File: src/rtl/mux2to1_output_pkg.sv
// Shared select encodings, default widths and zero-extension helper for the
// mux2to1_output result-select stage.
package mux2to1_output_pkg;

    localparam logic SEL_ADD = 1'b0;
    localparam logic SEL_CMP = 1'b1;

    localparam int N_DEF  = 16;
    localparam int CW_DEF = 6;

    // Widest result bus the helper can build; the top rejects larger N.
    localparam int MAX_W = 64;

    // Keeps the low cw bits of cmp and clears everything above them.
    function automatic logic [MAX_W-1:0] zext_cmp(input logic [MAX_W-1:0] cmp, input int cw);
        logic [MAX_W-1:0] r;
        r = '0;
        for (int i = 0; i < MAX_W; i++) begin
            if (i < cw) r[i] = cmp[i];
        end
        return r;
    endfunction

endpackage

File: src/rtl/mux2to1_output_sel.sv
// Combinational next-state select for mux2to1_output: adder path or
// zero-extended compare word, plus parity when MUX2TO1_OUTPUT_PARITY_EN is set.
module mux2to1_output_sel
    import mux2to1_output_pkg::*;
#(
    parameter int N  = N_DEF,
    parameter int CW = CW_DEF
) (
    input  logic          sel,
    input  logic [N-1:0]  sum,
    input  logic          co,
    input  logic [CW-1:0] com_res,
`ifdef MUX2TO1_OUTPUT_PARITY_EN
    output logic          par_nxt,
`endif
    output logic [N-1:0]  res_nxt,
    output logic          co_nxt
);

    logic [MAX_W-1:0] cmp_wide;
    logic [MAX_W-1:0] cmp_ext;

    assign cmp_wide = MAX_W'(com_res);
    assign cmp_ext  = zext_cmp(cmp_wide, CW);

    always_comb begin
        res_nxt = sum;
        co_nxt  = co;
        if (sel == SEL_CMP) begin
            res_nxt = cmp_ext[N-1:0];
            co_nxt  = 1'b0;
        end
    end

`ifdef MUX2TO1_OUTPUT_PARITY_EN
    assign par_nxt = ^{co_nxt, res_nxt};
`endif

endmodule

File: src/rtl/mux2to1_output.sv
// Registered result-select stage at the adder datapath output; every output
// comes straight from a flop. Optional sel_par via MUX2TO1_OUTPUT_PARITY_EN.
module mux2to1_output
    import mux2to1_output_pkg::*;
#(
    parameter int N  = N_DEF,
    parameter int CW = CW_DEF
) (
    input  logic          clk,
    input  logic          rst,
    input  logic [N-1:0]  sum,
    input  logic          co,
    input  logic [CW-1:0] com_res,
    input  logic          sel,
    input  logic          in_valid,
    output logic [N-1:0]  sel_res,
    output logic          sel_co,
`ifdef MUX2TO1_OUTPUT_PARITY_EN
    output logic          sel_par,
`endif
    output logic          out_valid
);

    if (N < CW) begin : g_bad_width
        $error("mux2to1_output: N (%0d) must be >= CW (%0d)", N, CW);
    end
    if (N > MAX_W) begin : g_too_wide
        $error("mux2to1_output: N (%0d) exceeds MAX_W (%0d)", N, MAX_W);
    end

    logic [N-1:0] res_nxt;
    logic         co_nxt;

    logic [N-1:0] sel_res_d, sel_res_q;
    logic         sel_co_d,  sel_co_q;
    logic         out_valid_d, out_valid_q;

`ifdef MUX2TO1_OUTPUT_PARITY_EN
    logic par_nxt;
    logic sel_par_d, sel_par_q;
`endif

    mux2to1_output_sel #(.N(N), .CW(CW)) u_sel (
        .sel     (sel),
        .sum     (sum),
        .co      (co),
        .com_res (com_res),
`ifdef MUX2TO1_OUTPUT_PARITY_EN
        .par_nxt (par_nxt),
`endif
        .res_nxt (res_nxt),
        .co_nxt  (co_nxt)
    );

    // Result flops hold unless the inputs are qualified; valid follows in_valid.
    always_comb begin
        sel_res_d   = sel_res_q;
        sel_co_d    = sel_co_q;
        out_valid_d = in_valid;
`ifdef MUX2TO1_OUTPUT_PARITY_EN
        sel_par_d   = sel_par_q;
`endif
        if (in_valid) begin
            sel_res_d = res_nxt;
            sel_co_d  = co_nxt;
`ifdef MUX2TO1_OUTPUT_PARITY_EN
            sel_par_d = par_nxt;
`endif
        end
    end

    always_ff @(posedge clk) begin
        if (rst) begin
            sel_res_q   <= '0;
            sel_co_q    <= 1'b0;
            out_valid_q <= 1'b0;
`ifdef MUX2TO1_OUTPUT_PARITY_EN
            sel_par_q   <= 1'b0;
`endif
        end else begin
            sel_res_q   <= sel_res_d;
            sel_co_q    <= sel_co_d;
            out_valid_q <= out_valid_d;
`ifdef MUX2TO1_OUTPUT_PARITY_EN
            sel_par_q   <= sel_par_d;
`endif
        end
    end

    assign sel_res   = sel_res_q;
    assign sel_co    = sel_co_q;
    assign out_valid = out_valid_q;
`ifdef MUX2TO1_OUTPUT_PARITY_EN
    assign sel_par   = sel_par_q;
`endif

endmodule

File: config.mk
export PLATFORM = sky130hd
export DESIGN_NAME = mux2to1_output
export DESIGN_NICKNAME = d
export VERILOG_FILES = /design/src/rtl/mux2to1_output_pkg.sv /design/src/rtl/mux2to1_output_sel.sv /design/src/rtl/mux2to1_output.sv
export SDC_FILE = /design/constraint.sdc
export NUM_CORES = 1
export LEC_CHECK = 0
export BUFFER_PORTS_ARGS = -buffer_cell sky130_fd_sc_hd__buf_2
export CAP_MARGIN = 25
export CORE_UTILIZATION = 37
export CTS_CLUSTER_SIZE = 25
export DETAILED_ROUTE_END_ITERATION = 12
export PLACE_DENSITY = 0.71
export RECOVER_POWER = 50
export SKIP_CTS_REPAIR_TIMING = 1
export SLEW_MARGIN = 10
export SYNTH_ARGS = -nofsm -noshare
export SYNTH_HDL_FRONTEND = slang
export SYNTH_SLANG_ARGS = --single-unit
export TNS_END_PERCENT = 30
File: constraint.sdc
create_clock -name clk -period 0.8 [get_ports clk]
set_clock_uncertainty 0.1 [all_clocks]
set_input_delay 0.04 -clock clk [delete_from_list [all_inputs] [get_ports clk]]
set_output_delay 0.04 -clock clk [all_outputs]
set_load 0.005 [all_outputs]
==> results of run 1 <==
-- power by group through the flow --
| stage | logic (mW) | clock network, mW | registers, mW |
|---|---|---|---|
| after floorplan | 0.144 | 0 | 0.988 |
| after global placement | 0.268 | 0 | 0.983 |
| after detailed placement | 0.273 | 0 | 0.983 |
| after CTS | 0.273 | 0.579 | 0.964 |
| after global routing | 0.379 | 0.625 | 0.983 |
| final | 0.342 | 0.551 | 0.978 |
-- registers in the layout, indices dropped and copies added (netlist names) --
| name | count |
|---|---|
| sel_res | 16 |
| sel_co | 1 |
| out_valid | 1 |
-- worst min-delay path, cell delays in order --
cell and delay, ns:
buf_2 0.09, mux2i_1 0.11, a211oi_1 0.08
-- metrics by stage --
stage                     setup TNS [ns]    util  worst slack, ns  area, µm²  cells
after CTS                         -1.765  0.5361          -0.1120       1041    150
after detailed placement         -0.5194  0.5174         -0.06955       1005    146
after global routing              -2.130  0.6353          -0.1489       1234    161
final                             -1.307  0.6353         -0.08844       1234    161
after floorplan                        0       -          0.08525      764.5     78
after global placement           -0.2874  0.5174         -0.04571       1005    146
-- cell families (layout without fill, tap and decap cells) --
group / count (synthesis) / count (layout) / synth area share
mux: 6 / 6 / 0.07856
simple gates: 29 / 29 / 0.2357
compound gates: 17 / 17 / 0.1309
flops: 18 / 18 / 0.4714
buf+inv: 8 / 64 / 0.08346
-- area by class of cell --
class	count	area [µm²]	share of cell area
clock buffer	4	36.28	0.02941
multi-input combinational	52	345.3	0.2799
sequential	18	381.6	0.3093
tap	27	33.78	0.02738
timing repair buffer	60	436.7	0.3540
-- layer usage --
layer / global-route usage / vias to the layer above
met3: 0.03774 / 2
met4: 0.1029 / 0
li1: - / 381
met5: 0 / -
met2: 0.2110 / 34
met1: 0.1843 / 321
-- worst paths after layout --
| kind | end | slack, ns | depth (start not counted) |
|---|---|---|---|
| max | sel_res[15] | -0.09 | 1 |
| min | sel_res[5]$_SDFFE_PP0P_ | -0.03 | 3 |
| max reg2reg | sel_res[3]$_SDFFE_PP0P_ | 0.02 | 2 |
| min reg2reg | sel_res[13]$_SDFFE_PP0P_ | 0.37 | 2 |
-- layout by cell type, fill, tap and decap left out, types with 3 or more instances in the layout --
cell type	n
buf_2	34
mux2i_1	6
nand2b_1	11
buf_4	4
buf_6	9
nand3b_1	11
dlygate4sd3_1	11
dfxtp_2	17
nor2_1	6
a211oi_1	5
clkbuf_4	3
a21oi_1	11
==> metrics.cfg, run 1 <==
[outcome]
status = finished, violations left
violations = hold timing, setup timing

[route]
drt-wirelength-per-cell_um = 10.93
vias = 738
routed_via_density = 4.584
drc = 0
met3WireLength_um = 108
dr.max_layer_used = met4
wl_met1_um = 791
dr.pass1.iters = 3
drtIter0Drc = 12
dr_wl_met2_um = 848
wl_mm = 1.760
ant_nets = 0

[place]
port_buffers = 44
place_hpwl_mm = 1.109
gp_congestion = 0.7553

[clocking]
clock-sinks = 18
htreeDepth = 1
clock_path_buffers = 2
cts-root-buf = clkbuf_4
clk-insertion-delay-late_ns = 0.29
clk_pin_slew_ns = 0.10
cts-buffers-inserted = 3
cts_tree = yes

[setup_path]
r2r-start = sel_res[3]$_SDFFE_PP0P_
crit_type = flip-flop to output pin
slowest_delay_ns = 0.35
crit_arrival_ns = 0.75
critPathSlowestCell = dfxtp_2
path_buf_inv = 1
start_kind = flip-flop
crit_required_ns = 0.66
end_kind = output pin
crit_start = sel_res[15]$_SDFFE_PP0P_
crit_path_max_fanout = 2
crit_chain = buf_2
crit_family = flip-flops

[layout]
area_delta_synth_final_pct = 61.37
drive_gt1_frac = 0.5299
num-fill-cells = 168
diodes = 0
layout.nets = 162

[power_and_ir_drop]
p_leak_nw = 0.5527
swShare = 0.2290
cellPowerDensity_nw_per_um2 = 1516
combPwrFrac = 0.183
clock_power_share = 0.294
power_mw = 1.871
seqPwrFrac = 0.523
ir_drop_v = 0.001299
net-switching-power_uw = 428.4
p_int_mw = 1.442

[die]
die_y_um = 47.46
die_x_um = 47.46
num_rows = 16
dieArea_um2 = 2252
initial_core_util = 0.3937
num_io_pins = 45
core_area_um2 = 1942

[sta]
finalCritPeriodShare = 1.111
setup_viol_count_final = 18
hold_violations = 5
holdWs_ns = -0.02942
tightest_slew_ns = 0.3826
rsz0062_at_grt = true
slew_headroom = 0.7449
period_needed_ns = 0.8884
timing.final.ws_setup_ns = -0.08844
finalMaxSlewViolations = 0
clock.fmax_ghz = 1.126

[synth]
synth_most_common_cell = dfxtp_1
synth_edf_count = 0
yosysTopAreaCell = dfxtp_1
synth-async-reset-ratio = 0
syn_avg_cell_area_um2 = 9.801
netlist_area_um2 = 764.5
synth_top_area_share = 0.4714
ys.warnings.count = 0
synth_seq_cells = 18
synth-seq-area-share = 0.4714
synthTopCellsByCount = dfxtp_1 (18), a21oi_1 (11), nand2b_1 (11), nand3b_1 (11)
synthFlopType = dfxtp_1
syn_inst = 78
yosysUniqueCellTypes = 12
syn_nets = 105
synth.area.top_cells = dfxtp_1 (47%), nand3b_1 (11%), nand2b_1 (9.0%), mux2i_1 (7.9%), a21oi_1 (7.2%)

[min_path]
hold_start = sum[5]
hold_path_class = input pin to flip-flop

[grt]
grt_use_total = 0.1446
grt_pass1_wl_mm = 2.221
grt_pass1_vias = 548
grt_antenna_before_repair = 0
grt_max_degree = 19
grt_overflow_total = 0

[run]
cap_violations = 0

No activity file was read; power rests on OpenSTA's default activity.
==> inputs of run 2 (changes only) <==
--- a/config.mk
+++ b/config.mk
@@ -5,12 +5,13 @@
 export SDC_FILE = /design/constraint.sdc
 export NUM_CORES = 1
 export LEC_CHECK = 0
+export ABC_AREA = 1
 export BUFFER_PORTS_ARGS = -buffer_cell sky130_fd_sc_hd__buf_2
 export CAP_MARGIN = 25
 export CORE_UTILIZATION = 37
 export CTS_CLUSTER_SIZE = 25
 export DETAILED_ROUTE_END_ITERATION = 12
-export PLACE_DENSITY = 0.71
+export PLACE_DENSITY = 0.72
 export RECOVER_POWER = 50
 export SKIP_CTS_REPAIR_TIMING = 1
 export SLEW_MARGIN = 10
==> run 2 against run 1 <==
Compared with the run above: the run still ends with hold timing, setup timing left; sequential power fell by 0.7%; clock power grew 3%; combinational power decreased by 5%; worst setup slack improved by 0.0012 ns; flip-flop and latch count unchanged; first-iteration DRC count up 110%; utilization rose by 0.94 points; critical path depth unchanged; synthesized cell count increased by 32%; maximum frequency grew 0.13%; final cell count grew 16%; critical path type unchanged; highest routed layer unchanged.
==> metrics.cfg, run 2 <==
[sta]
hold_violations = 17  ; +12
period_needed_ns = 0.8873  ; -0.001158 ns
holdWs_ns = -0.08495  ; -0.05553 ns
timing.final.ws_setup_ns = -0.08729  ; +0.001158 ns
finalCritPeriodShare = 1.109  ; -0.001447
rsz0062_at_grt = true
slew_headroom = 0.6448  ; -0.1001
finalMaxSlewViolations = 0  ; unchanged
setup_viol_count_final = 19  ; +1
tightest_slew_ns = 0.5327  ; +0.1501 ns
clock.fmax_ghz = 1.127  ; +0.13%

[grt]
grt_use_total = 0.1675  ; +0.02282
grt_antenna_before_repair = 0  ; unchanged
grt_pass1_wl_mm = 2.635  ; +19%
grt_pass1_vias = 661  ; +21%
grt_overflow_total = 0  ; unchanged
grt_max_degree = 13  ; -6

[min_path]
hold_path_class = input pin to flip-flop
hold_depth = 3  ; unchanged

[layout]
drive_gt1_frac = 0.4348  ; -0.09507
final_cell_mix = buf_2 (38), nand2_1 (23), nor2_1 (19), dfxtp_2 (16), a21oi_1 (11)
layout_commonest_cell = buf_2
final_cell_count_no_fill = 186  ; +16%
area_delta_synth_final_pct = 55.56
register_area_um2 = 380.4  ; -0.33%
diodes = 0  ; unchanged
fin_util = 0.6447  ; +0.009365
largest_reg_flops = 16  ; unchanged
num-fill-cells = 179  ; +6.5%
layout.nets = 189  ; +17%
multiInputGateArea_um2 = 302.8  ; -12%

[clocking]
cts-buffers-inserted = 3  ; unchanged
cts-root-buf = clkbuf_4
cts_tree = yes
htreeDepth = 1  ; unchanged
clock-sinks = 18  ; unchanged
clock_path_buffers = 2  ; unchanged
clk-insertion-delay-late_ns = 0.29  ; about the same
clk_pin_slew_ns = 0.10  ; about the same

[die]
initial_core_util = 0.4144  ; +0.02075
dieArea_um2 = 2224  ; -1.3%
num_io_pins = 45  ; unchanged
die_x_um = 47.16  ; -0.63%
core_area_um2 = 1821  ; -6.2%
num_rows = 15  ; -1
die_y_um = 47.16  ; -0.63%

[synth]
synth-xor-area-share = 0  ; unchanged
synth_edf_count = 0  ; unchanged
synth_seq_cells = 18  ; unchanged
synth-seq-area-share = 0.4776  ; +0.006254
synthFlopType = dfxtp_1
synthTopCellsByCount = nand2_1 (23), nor2_1 (19), dfxtp_1 (18), a21oi_1 (11), nand3_1 (10)
yosysTopAreaCell = dfxtp_1
syn_nets = 130  ; +24%
synth_compound_area_frac = 0.1128  ; -0.01816
synth_top_area_share = 0.4776  ; +0.006254
syn_avg_cell_area_um2 = 7.325  ; -25%
ys.warnings.count = 0  ; unchanged
synth-simple-area-share = 0.2886  ; +0.05288
synth.area.top_cells = dfxtp_1 (48%), nand2_1 (11%), nor2_1 (9.5%), a21oi_1 (7.3%), nand3_1 (6.6%)
synth_most_common_cell = nand2_1
yosysUniqueCellTypes = 11  ; -1
netlist_area_um2 = 754.5  ; -1.3%
synth-async-reset-ratio = 0  ; unchanged
synthAdderAreaFrac = 0  ; unchanged
muxShareOfSynthArea = 0  ; -0.07856
syn_inst = 103  ; +32%
synth_top_family_by_area = simple AND/OR/NAND/NOR gates

[setup_path]
crit_path_max_fanout = 2  ; unchanged
crit_arrival_ns = 0.75  ; about the same
crit_family = flip-flops
slowest_delay_ns = 0.35  ; about the same
r2r_cells = 3  ; +1
crit_chain = buf_6
end_kind = output pin
crit_required_ns = 0.66  ; about the same
critPathSlowestCell = dfxtp_2
start_kind = flip-flop
cp.depth = 1  ; unchanged
path_buf_inv = 1  ; unchanged
crit_type = flip-flop to output pin

[outcome]
status = finished, violations left
violations = hold timing, setup timing

[route]
routed_via_density = 4.462  ; -2.7%
dr.max_layer_used = met4
drc = 0  ; unchanged
dr.pass1.iters = 5  ; +2
wl_met1_um = 880  ; +11%
vias = 830  ; +12%
wl_mm = 2.034  ; +16%
dr_wl_met2_mm = 1.042  ; +23%
drtIter0Drc = 25  ; +13
drt-wirelength-per-cell_um = 10.94  ; about the same
met3WireLength_um = 97  ; -10%
ant_nets = 0  ; unchanged

[place]
gp_congestion = 0.7393  ; -2.1%
port_buffers = 44  ; unchanged
pre_cts_slack_ns = -0.07353  ; -0.003978 ns
dp.cells = 172  ; +18%
place_hpwl_mm = 1.322  ; +19%

[power_and_ir_drop]
ir_drop_v = 0.001089  ; -16%
p_leak_nw = 0.5989  ; +8.4%
cellPowerDensity_nw_per_um2 = 1586  ; +4.6%

[run]
cap_violations = 0  ; unchanged

-- run 2: power breakdown --
group / switching, mW / internal (mW)
Sequential: 0.0222 / 0.949
Clock: 0.289 / 0.277
Combinational: 0.150 / 0.174
-- run 2: worst reg2reg max path: cells and delay by family, from the launching register on --
| kind | cells | cell delay [ns] |
|---|---|---|
| flip-flops | 1 | 0.36 |
| AO/OA/AOI/OAI | 1 | 0.13 |
| buffers and inverters | 1 | 0.11 |
| AND/OR/NAND/NOR | 1 | 0.05 |
-- run 2: kinds of logic after synthesis --
group / Yosys count
and+or+nand+nor: 53
DFF: 18
AOI/OAI and AO/OA: 17
buffers and inverters: 15
-- run 2: final cells by class --
| type | count | share of cell area |
|---|---|---|
| sequential | 18 | 0.3241 |
| clock buffer | 4 | 0.03092 |
| tap | 25 | 0.02665 |
| timing repair buffer | 60 | 0.3316 |
| inverter | 9 | 0.02878 |
| multi-input combinational | 70 | 0.2580 |
-- run 2: stage by stage --
stage	power, mW	TNS, ns	cell area [µm²]
5_1_grt	1.933	-2.008	1174
4_1_cts	1.822	-1.641	1042
6_report	1.862	-1.417	1174
3_5_place_dp	1.264	-0.3031	1006
3_3_place_gp	1.255	-0.02709	1006
2_1_floorplan	1.125	0	754.5
-- run 2: final timing paths --
check	start	to	slack [ns]
hold reg to reg	sel_res[10]$_SDFFE_PP0P_	sel_res[10]$_SDFFE_PP0P_	0.36
hold / removal	sum[8]	sel_res[8]$_SDFFE_PP0P_	-0.08
setup / recovery	sel_res[9]$_SDFFE_PP0P_	sel_res[9]	-0.09
setup reg to reg	sel_res[9]$_SDFFE_PP0P_	sel_res[9]$_SDFFE_PP0P_	-0.02
-- run 2: routing by layer --
metal	GRT usage	vias up
met4	0.08571	0
met3	0.02692	2
met2	0.2583	29
met5	0	-
met1	0.2259	359
li1	-	440
==> inputs of run 3 (changes only) <==
--- a/config.mk
+++ b/config.mk
@@ -7,11 +7,11 @@
 export LEC_CHECK = 0
 export ABC_AREA = 1
 export BUFFER_PORTS_ARGS = -buffer_cell sky130_fd_sc_hd__buf_2
-export CAP_MARGIN = 25
-export CORE_UTILIZATION = 37
+export CAP_MARGIN = 15
+export CORE_UTILIZATION = 41
 export CTS_CLUSTER_SIZE = 25
 export DETAILED_ROUTE_END_ITERATION = 12
-export PLACE_DENSITY = 0.72
+export PLACE_DENSITY = 0.75
 export RECOVER_POWER = 50
 export SKIP_CTS_REPAIR_TIMING = 1
 export SLEW_MARGIN = 10
==> constraint.sdc (replaced) <==
create_clock -name clk -period 0.9 [get_ports clk]
set_clock_uncertainty 0.1 [all_clocks]
set_input_delay 0.045 -clock clk [delete_from_list [all_inputs] [get_ports clk]]
set_output_delay 0.045 -clock clk [all_outputs]
set_load 0.005 [all_outputs]
==> run 3 against run 2 <==
Compared with the run above: the flow finishes with violations (hold timing); sequential share of layout area is 1.6 points lower; non-clock buffer count is 5 higher; routed wire length is 7.6% lower.
==> metrics.cfg, run 3 (synthesis results as in run 2) <==
[layout]
largest_reg_flops = 16  ; unchanged
area_delta_synth_final_pct = 63.68
diodes = 0  ; unchanged
final_cell_count_no_fill = 191  ; +2.7%
final_cell_mix = buf_2 (40), nand2_1 (23), nor2_1 (19), dlygate4sd3_1 (17), dfxtp_2 (16)
layout_commonest_cell = buf_2
layout.nets = 194  ; +2.6%
drive_gt1_frac = 0.4096  ; -0.02514

[route]
routed_via_density = 4.560  ; +2.2%
met3WireLength_um = 113  ; +16%
wl_mm = 1.880  ; -7.6%
ant_nets = 0  ; unchanged
drt-wirelength-per-cell_um = 9.843  ; -10%
drc = 0  ; unchanged
vias = 871  ; +4.9%
wl_met1_um = 817  ; -7.2%
dr_wl_met2_um = 949  ; -8.9%
dr.pass1.iters = 4  ; -1
drtIter0Drc = 23  ; -8.0%
dr.max_layer_used = met3

[setup_path]
end_kind = output pin
crit_family = flip-flops
crit_chain = buf_2
crit_required_ns = 0.75  ; +0.09 ns
critPathSlowestCell = dfxtp_2
start_kind = flip-flop
crit_arrival_ns = 0.74  ; about the same
crit_type = flip-flop to output pin
path_buf_inv = 1  ; unchanged
slowest_delay_ns = 0.34  ; about the same
crit_path_max_fanout = 2  ; unchanged

[clocking]
clock_path_buffers = 2  ; unchanged
clk-insertion-delay-late_ns = 0.28  ; about the same
cts-root-buf = clkbuf_4
clock-sinks = 18  ; unchanged
cts_tree = yes
htreeDepth = 1  ; unchanged
cts-buffers-inserted = 3  ; unchanged
clk_pin_slew_ns = 0.10  ; about the same

[outcome]
violations = hold timing
status = finished, violations left

[die]
dieArea_um2 = 2016  ; -9.4%
num_io_pins = 45  ; unchanged
num_rows = 15  ; unchanged
die_y_um = 44.90  ; -4.8%
initial_core_util = 0.4370  ; +0.02252
core_area_um2 = 1727  ; -5.2%
die_x_um = 44.90  ; -4.8%

[sta]
hold_violations = 10  ; -7
setup_viol_count_final = 0  ; -19
clock.fmax_ghz = 1.130
rsz0062_at_grt = true
slew_headroom = 0.7746  ; +0.1297
holdWs_ns = -0.04211  ; +0.04284 ns
tightest_slew_ns = 0.3378  ; -0.1950 ns
finalCritPeriodShare = 0.9832
period_needed_ns = 0.8849
finalMaxSlewViolations = 0  ; unchanged

[power_and_ir_drop]
power_mw = 1.648  ; -12%
ir_drop_v = 0.0007976  ; -27%
p_leak_nw = 0.6245  ; +4.3%
cellPowerDensity_nw_per_um2 = 1334  ; -16%

[place]
dp.cells = 169  ; -1.7%
port_buffers = 44  ; unchanged
gp_congestion = 0.7236  ; -2.1%
place_hpwl_mm = 1.177  ; -11%

[grt]
grt_pass1_wl_mm = 2.408  ; -8.6%
grt_pass1_vias = 625  ; -5.4%
grt_use_total = 0.1598  ; -0.007662
grt_antenna_before_repair = 0  ; unchanged
grt_overflow_total = 0  ; unchanged
grt_max_degree = 24  ; +11

[run]
cap_violations = 0  ; unchanged

[min_path]
hold_path_class = input pin to flip-flop

run 3: where the power goes:
part           internal (mW)  leakage [nW]  total (mW)  switching (mW)
clock network          0.246        0.0210       0.479           0.233
registers              0.843         0.154       0.862          0.0189
logic                  0.173         0.449       0.307           0.134
total                   1.26         0.625        1.65           0.386
run 3: final timing paths:
kind | from | endpoint | slack [ns] | cells after the start
worst max-delay path | sel_res[7]$_SDFFE_PP0P_ | sel_res[7] | 0.02 | 1
worst max register to register | sel_res[7]$_SDFFE_PP0P_ | sel_res[7]$_SDFFE_PP0P_ | 0.10 | 3
worst min-delay path | com_res[1] | sel_res[1]$_SDFFE_PP0P_ | -0.04 | 5
worst min register to register | sel_res[10]$_SDFFE_PP0P_ | sel_res[10]$_SDFFE_PP0P_ | 0.37 | 2
run 3: cell type report:
cell class,count,area (µm²)
clock buffers,4,36.28
fillers,155,491.7
repair buffers,65,450.4
multi-input cells,70,302.8
flip-flops and latches,18,380.4
well taps,25,31.28
inverters,9,33.78
run 3: through the flow:
stage | util | TNS [ns] | cell area, µm² | setup WS, ns | hold WS, ns
6_report | 0.7152 | 0 | 1235 | 0.01511 | -0.04211
5_1_grt | 0.7152 | -0.1634 | 1235 | -0.01639 | -0.01578
4_1_cts | 0.5906 | -0.01467 | 1020 | -0.01291 | -0.09643
3_5_place_dp | 0.5696 | 0 | 983.4 | 0.02489 | 0.2184
3_3_place_gp | 0.5696 | 0 | 983.4 | 0.06322 | 0.2185
2_1_floorplan | - | 0 | 754.5 | 0.2051 | 0.01407
run 3: layer usage:
metal	track usage	vias to the layer above
li1	-	451
met1	0.2030	376
met2	0.2647	44
met3	0.04000	0
met4	0.05455	0
met5	0	-
